`config.mk`:
```
export PLATFORM = sky130hd
export DESIGN_NAME = imem_loader
export DESIGN_NICKNAME = d
export VERILOG_FILES = /design/src/rtl/imem_loader_pkg.sv /design/src/rtl/imem_loader.sv
export SDC_FILE = /design/constraint.sdc
export NUM_CORES = 1
export LEC_CHECK = 0
export CAP_MARGIN = 10
export CORE_ASPECT_RATIO = 1.2
export CORE_MARGIN = 5
export CORE_UTILIZATION = 40
export CTS_CLUSTER_SIZE = 20
export DETAILED_ROUTE_END_ITERATION = 7
export SETUP_SLACK_MARGIN = 0.4
export SLEW_MARGIN = 10
export SYNTH_ARGS = -nofsm -noshare
export SYNTH_HDL_FRONTEND = slang
export SYNTH_SLANG_ARGS = --single-unit
export TNS_END_PERCENT = 30
```
`constraint.sdc`:
```
create_clock -name clk -period 3.2 [get_ports clk]
set_input_delay 0.8 -clock clk [delete_from_list [all_inputs] [get_ports clk]]
set_output_delay 0.8 -clock clk [all_outputs]
set_load 0.1 [all_outputs]
```
`src/rtl/imem_loader_pkg.sv`:
```
// imem_loader_pkg: loader state encodings and frame field sizes
package imem_loader_pkg;
  typedef enum logic [2:0] {
    IDLE   = 3'd0,
    LEN_LO = 3'd1,
    LEN_HI = 3'd2,
    DATA   = 3'd3,
    CHECK  = 3'd4,
    DONE   = 3'd5,
    ERROR  = 3'd6
  } state_t;
  localparam int LEN_BYTES  = 2;
  localparam int CSUM_BYTES = 1;
endpackage

```
`src/rtl/imem_loader.sv`:
```
// imem_loader: unpacks a framed byte stream into little-endian 32-bit imem writes
module imem_loader
  import imem_loader_pkg::*;
#(
  parameter int ADDR_WIDTH     = 12,
  parameter int TIMEOUT_CYCLES = 1000000,
  parameter bit BOOT_HOLD      = 1'b0
) (
  input  logic                  clk,
  input  logic                  reset,
  input  logic                  start,
  input  logic                  rx_valid,
  input  logic [7:0]            rx_data,
  output logic                  rx_ready,
  output logic                  imem_we,
  output logic [ADDR_WIDTH-1:0] imem_waddr,
  output logic [31:0]           imem_wdata,
  output logic                  busy,
  output logic                  done,
  output logic                  error,
  output logic                  cpu_hold,
  output logic [ADDR_WIDTH:0]   words_loaded
);
  localparam logic [31:0] MAX_WORDS = 32'(2 ** ADDR_WIDTH);
  state_t state, state_n;
  logic [7:0] len_lo, csum;
  logic [15:0] rem, n;
  logic [1:0] lane;
  logic [31:0] tcnt;
  logic acc, timeout, enter_lo;
  assign rx_ready = state inside {LEN_LO, LEN_HI, DATA, CHECK};
  assign busy = rx_ready;
  assign acc = rx_valid && rx_ready;
  assign n = {rx_data, len_lo};
  // LEN_LO waits forever; only the later frame fields are bounded in time
  assign timeout = (TIMEOUT_CYCLES != 0) && !acc && (state inside {LEN_HI, DATA, CHECK}) &&
                   (tcnt == 32'(TIMEOUT_CYCLES - 1));
  assign enter_lo = start && !busy;
  always_ff @(posedge clk) begin
    if (reset) state <= IDLE;
    else state <= state_n;
  end
  always_comb begin
    state_n = state;
    case (state)
      IDLE, DONE, ERROR: state_n = start ? LEN_LO : state;
      LEN_LO: state_n = acc ? LEN_HI : state;
      LEN_HI: state_n = !acc ? state : (n == 16'd0) ? CHECK : ({16'd0, n} > MAX_WORDS) ? ERROR : DATA;
      DATA: state_n = (acc && lane == 2'd3 && rem == 16'd1) ? CHECK : state;
      CHECK: state_n = !acc ? state : (rx_data == csum) ? DONE : ERROR;
      default: state_n = IDLE;
    endcase
    if (timeout) state_n = ERROR;
  end
  always_ff @(posedge clk) begin
    if (reset) begin
      imem_we <= 1'b0;
      imem_waddr <= '0;
      imem_wdata <= '0;
      words_loaded <= '0;
      done <= 1'b0;
      error <= 1'b0;
      cpu_hold <= BOOT_HOLD;
      len_lo <= '0;
      csum <= '0;
      rem <= '0;
      lane <= '0;
      tcnt <= '0;
    end else begin
      imem_we <= acc && state == DATA && lane == 2'd3;
      tcnt <= (acc || !busy || state == LEN_LO) ? 32'd0 : tcnt + 32'd1;
      if (imem_we) begin
        imem_waddr <= imem_waddr + ADDR_WIDTH'(1);
        words_loaded <= words_loaded + (ADDR_WIDTH + 1)'(1);
      end
      if (acc && state == LEN_LO) len_lo <= rx_data;
      if (acc && state == LEN_HI) rem <= n;
      if (acc && state == DATA) begin
        imem_wdata[{lane, 3'b000} +: 8] <= rx_data;
        lane <= lane + 2'd1;
        csum <= csum ^ rx_data;
        if (lane == 2'd3) rem <= rem - 16'd1;
      end
      if (enter_lo) begin
        done <= 1'b0;
        error <= 1'b0;
        words_loaded <= '0;
        imem_waddr <= '0;
        csum <= '0;
        lane <= '0;
        cpu_hold <= 1'b1;
      end
      if (state_n == DONE && state != DONE) begin
        done <= 1'b1;
        cpu_hold <= 1'b0;
      end
      if (state_n == ERROR && state != ERROR) error <= 1'b1;
    end
  end
endmodule

```
# --- Word-level counts from Yosys, hierarchy flattened ---
# Index checks and enable logic that the tools add are counted.
word_totals:
  regBits: 130
  inputBits: 12
  output_inout_bits: 63
classes:
  add_sub_neg: 6
  n_lt_le_gt_ge: 1
  n_eq_ne: 14
  n_shift: 2
  muxes: 17
  n_bitwise: 1
  reduce_logical: 26
op_table:
  columns: ["op", "count"]
  rows:
  - ["two-way mux 16 bit", 3]
  - ["adder 32 x 1 -> 32 bit (second input constant)", 1]
  - ["bitwise mux 32 bit", 1]
  - ["== test 32 x 20 -> 1 bit (second input constant)", 1]
  - ["variable shift 8 x 7 -> 32 bit (first input constant)", 1]
  - ["indexed part select 8 x 7 -> 32 bit", 1]
  - ["two-way mux 3 bit", 8]
  - ["== test 16 x 1 -> 1 bit (second input constant)", 1]
  - ["greater-than comparator 16 x 13 -> 1 bit (second input constant)", 1]
  - ["zero test 16 bit", 1]
  - ["subtractor 16 x 1 -> 16 bit (second input constant)", 1]
  - ["== test 3 bit (second input constant)", 5]
  - ["case mux 3 bit (5 select lines)", 1]
  - ["adder 13 x 1 -> 13 bit (second input constant)", 1]
  - ["adder 12 x 1 -> 12 bit (second input constant)", 1]
  - ["logical AND 1 bit", 12]
  - ["== test 8 bit", 1]
  - ["XOR 8 bit", 1]
  - ["negator 5 -> 7 bit", 1]
  - ["== test 3 x 2 -> 1 bit (second input constant)", 2]
  - ["!= test 3 bit (second input constant)", 2]
  - ["OR reduction 2 bit", 3]
  - ["nonzero test 2 bit", 2]
  - ["nonzero test 4 bit", 1]
  - ["10 further kinds", 14]

# --- Longest topological paths before layout ---
logic_depth:
  ltp_word: 11
  ltp_mapped: 9
  depth_no_buf: 7

# --- Worst setup path before layout ---
# No wires, ideal clock.
synth_path:
  path_type: "reg-to-reg"
  startpoint: "reg rem[10]"
  endpoint: "reg error"
  setup_time_ps: 119
  arrival_time_ps: 2775
  t_required_ps: 3081
  slack_ps: 307
  stages_incl_launch_ff: 7
  path_buffers: 0
  synth_period_minus_slack_ps: 2893
  path_cell_list: "dfxtp_1 -> or4_4 -> or4_4 -> or4_4 -> nor2b_4 -> or4_4 -> a32o_1"
synth_via:
  elab_chain_len: 8
  elab_cells_between_ends: 9
  classes_between: "eq/ne (2); mux (4); reduce/logical (3)"
synth_rtl:
  columns: ["item", "line", "text"]
  rows:
  - ["from (decl)", "imem_loader.sv:27", "logic [15:0] rem, n;"]
  - ["from (signal assigned)", "imem_loader.sv:77", "if (acc && state == LEN_HI) rem <= n;"]
  - ["from (signal assigned)", "imem_loader.sv:82", "if (lane == 2'd3) rem <= rem - 16'd1;"]
  - ["== test 16 x 1 -> 1 bit (*)", "imem_loader.sv:49", "DATA: state_n = (acc && lane == 2'd3 && rem == 16'd1) ? CHECK : state;"]
  - ["logical AND 1 bit (*)", "imem_loader.sv:49", null]
  - ["two-way mux 3 bit (*)", "imem_loader.sv:49", null]
  - ["case mux 3 bit (5 select lines) (*)", "imem_loader.sv:45", "case (state)"]
  - ["two-way mux 3 bit (*)", "imem_loader.sv:53", "if (timeout) state_n = ERROR;"]
  - ["== test 3 bit (*)", "imem_loader.sv:97", "if (state_n == ERROR && state != ERROR) error <= 1'b1;"]
  - ["logical AND 1 bit (*)", "imem_loader.sv:97", null]
  - ["two-way mux 1 bit or nonzero test 2 bit (tied branches)", null, null]
  - ["to (signal assigned)", "imem_loader.sv:62", "error <= 1'b0;"]
  - ["to (signal assigned)", "imem_loader.sv:86", "error <= 1'b0;"]
  - ["to (signal assigned)", "imem_loader.sv:97", null]
  - ["to (decl)", "imem_loader.sv:20", "output logic error,"]
# Mark *: on every way between the ends. The rest lies on a longest branch, timed or not.
# A chain may end at the register's enable or synchronous reset.

# --- Final worst setup path ---
layout_path:
  startpoint: "reg rem[7]"
  endpoint: "reg error"
# Same word-level chain as after synthesis.

==> results.ini <==
[layout]
area_delta_synth_final_pct=25.7
nets=799
diodes=0
final_layout_size_suffix_gt1_frac=0.165
final_design_area_no_fill_um2=7350

[worst_setup_path]
reg2reg_slack_ns=0.34
end_kind=flop
critPathArrivalTime_ns=3.15
required_ns=3.49
critical_path.max_fanout=3
timing.rr.end=error
timing.rr.start=rem[7]
critPathKind=flop to flop
worstSetupStartpointType=flop
rr_worst_depth=6

[detailed_routing]
routedWlPerCell_um=15.4
dr_total_vias=5206
drt_first_pass_iters=4
drc_errors=0
via_per_inst=5.39
ant_nets=0
top_layer_used=met4
wirelength_um=14900
first_iter_violations=309
dr_wl_met2_um=7130
m1WireLength_um=6690
wl_met3_um=754

[sta]
worst_slew_pin_slew_ns=0.892
final-max-slew-violation-count=0
max_freq_mhz=350
finalCritPeriodShare=0.893
fin_crit_ns=2.86
finalHoldViolCount=0
fin_worst_skew_ns=0.0149
rsz0062_at_grt=yes
finalSetupViolCount=0
slew_headroom=0.404
fin_setup_tns_ns=0

[place]
place.detailed.hpwl_um=10600
gp_congestion=0.807
placed_cell_area_um2=6650
portBuffers=74

[yosys]
ys_types=46
yosysWarnings=0
synth-seq-cells=130
syn_nets=723
synth.yosys.seq_area_share=0.445
synth_cells=701
syn_area_um2=5840
syn_area_per_cell_um2=8.34

[floorplanning]
core_area_um2=14400
die_w_um=120
die_y_um=142
num_rows=48
start_util=0.407
die_area_um2=17100
io-pin-count=75

[min_path]
holdPathStages=2
hold_class=flop to flop
min_from=imem_wdata[17]
whs_endpoint=imem_wdata[17]

[clock_tree]
cts_tree=yes
cts_max_level=4
cts_max_path_buffers=2
clockRootBuffer=clkbuf_16
cts_buffers=17
clk_latency_ns=0.42
cts_sinks=130
clkTransAtPathRegs_ns=0.06

[power]
power_mw=4.08
vdd_drop_max_mv=0.446
power.density_nw_per_um2=556
leakage_nw=2.67

[run]
max-cap-violations=0

[grt]
grt_start_max_net_pins=57
track_usage=0.178
grt_pass1_vias=5146
antenna_found_initial=0
grt-ovfl-total=0
grt_pass1_wl_um=24900

[run_status]
status=complete, no violations

-- cell usage after synthesis, drive strengths merged --
| cell type | number | area, µm² |
|---|---|---|
| and4b | 1 | 10.0 |
| o211ai | 3 | 22.5 |
| mux2i | 11 | 110 |
| a21oi | 52 | 260 |
| nor3b | 6 | 45.0 |
| o2111ai | 1 | 8.76 |
| a22o | 9 | 78.8 |
| a31oi | 5 | 31.3 |
| or4 | 7 | 67.6 |
| clkbuf | 37 | 139 |
| and3 | 10 | 62.6 |
| nand4b | 1 | 8.76 |
| nand3b | 2 | 15.0 |
| or3 | 14 | 87.6 |
| and2 | 5 | 31.3 |
| buf | 3 | 15.0 |
| o311ai | 2 | 17.5 |
| ha | 10 | 125 |
| a311o | 1 | 10.0 |
| nor2 | 94 | 353 |
| nand2 | 74 | 278 |
| nand3 | 51 | 255 |
| xnor2 | 29 | 254 |
| nor4 | 10 | 62.6 |
| a222oi | 1 | 10.0 |
| nor4b | 5 | 43.8 |
| a32o | 1 | 10.0 |
| a22oi | 1 | 7.51 |
| o21ai | 19 | 95.1 |
| nor3 | 21 | 105 |
| a32oi | 2 | 17.5 |
| inv | 12 | 45.0 |
| nand4 | 15 | 93.8 |
| dfxtp | 130 | 2600 |
| and4 | 5 | 43.8 |
| nor2b | 6 | 45.0 |
| a221oi | 3 | 26.3 |
| a211oi | 1 | 7.51 |
| nand2b | 3 | 18.8 |
| o21bai | 2 | 15.0 |
| xor2 | 32 | 280 |
| a21o | 2 | 15.0 |
| or2 | 2 | 12.5 |
-- cell families (layout without fill, tap and decap cells) --
logic type / count (synthesis) / after routing / share of synthesized area
DFF: 130 / 130 / 0.445
xor gates and xnor gates: 61 / 61 / 0.0914
and+or+nand+nor: 332 / 332 / 0.281
muxes: 11 / 11 / 0.0188
adders and majority gates: 10 / 10 / 0.0214
buffers and inverters: 52 / 141 / 0.0340
AOI/OAI and AO/OA: 105 / 105 / 0.108
-- placed cells by master (no fill, tap or decap), types with 3 or more instances in the layout --
master	count
bufinv_16	5
a221oi_1	3
ha_1	10
xnor2_1	28
nor4b_1	5
and3_1	10
o211ai_1	3
a31oi_1	5
nand4_1	15
clkinv_2	4
buf_4	86
a21oi_1	52
nand3_1	51
or3_1	14
inv_1	12
nor2b_1	5
clkdlybuf4s50_1	10
clkbuf_16	17
nand2b_1	3
or4_4	5
nor3_1	21
nor3b_1	6
a22o_1	9
and4_1	5
mux2i_1	11
xor2_1	32
o21ai_0	19
nand2_1	74
nor2_1	94
and2_1	5
dfxtp_1	128
nor4_1	10
clkbuf_8	4
-- worst max-delay path: stages (launching register included) --
cell and delay [ns]:
dfxtp_2 0.33, or4_4 0.55, or4_4 0.51, or4_4 0.54
nor2b_4 0.14, or4_4 0.41, a32o_1 0.26
-- per-layer routing --
layer	GRT usage	up-vias
met3	0.0449	32
li1	-	2595
met1	0.217	2456
met4	0.0698	0
met5	0	-
met2	0.302	123
-- repair_timing --
item,4_1_cts,5_1_grt
gates resized for setup,1,3
hold buffers,0,0
setup endpoints to repair,4,5
cloned,0,0
buffers inserted,0,2
endpoints found under the hold margin,0,0
pin swaps,0,6
-- power by group --
part / internal [mW] / total, mW / switching (mW)
sequential: 1.63 / 1.66 / 0.0218
clock: 1.46 / 2.15 / 0.690
combinational: 0.0933 / 0.277 / 0.184
total: 3.19 / 4.08 / 0.895
-- registers in the layout (all words and copies together) (netlist names), 3 cells and up --
name	count
tcnt	32
imem_wdata	32
state	3
csum	8
rem	16
words_loaded	13
imem_waddr	12
len_lo	8
-- area by class of cell --
cell class / instances / area [µm²]
fillers: 1350 / 7010
well taps: 175 / 219
clock buffers: 22 / 484
inverters: 12 / 45.0
flip-flops and latches: 130 / 2610
multi-input cells: 519 / 3060
clock inverters: 10 / 178
repair buffers: 97 / 751
-- worst max path at each step --
stage                     slack [ns]        from              to
after floorplan                 0.40     rem[11]           error
final                           0.34      rem[7]           error
after global routing            0.30      rem[7]           error
after CTS                       0.31     rem[11]           error
after global placement          0.27    rx_valid  imem_wdata[29]
after detailed placement        0.21  rx_data[7]           error
-- metrics by stage --
step	utilization	instances	worst slack (ns)	hold slack (ns)
3_3_place_gp	0.463	931	0.274	0.446
3_5_place_dp	0.463	931	0.212	0.445
6_report	0.512	965	0.341	0.449
4_1_cts	0.510	963	0.311	0.452
2_1_floorplan	-	701	0.403	0.438
5_1_grt	0.512	965	0.296	0.483
Note: power is estimated with default switching activity, not from simulation.
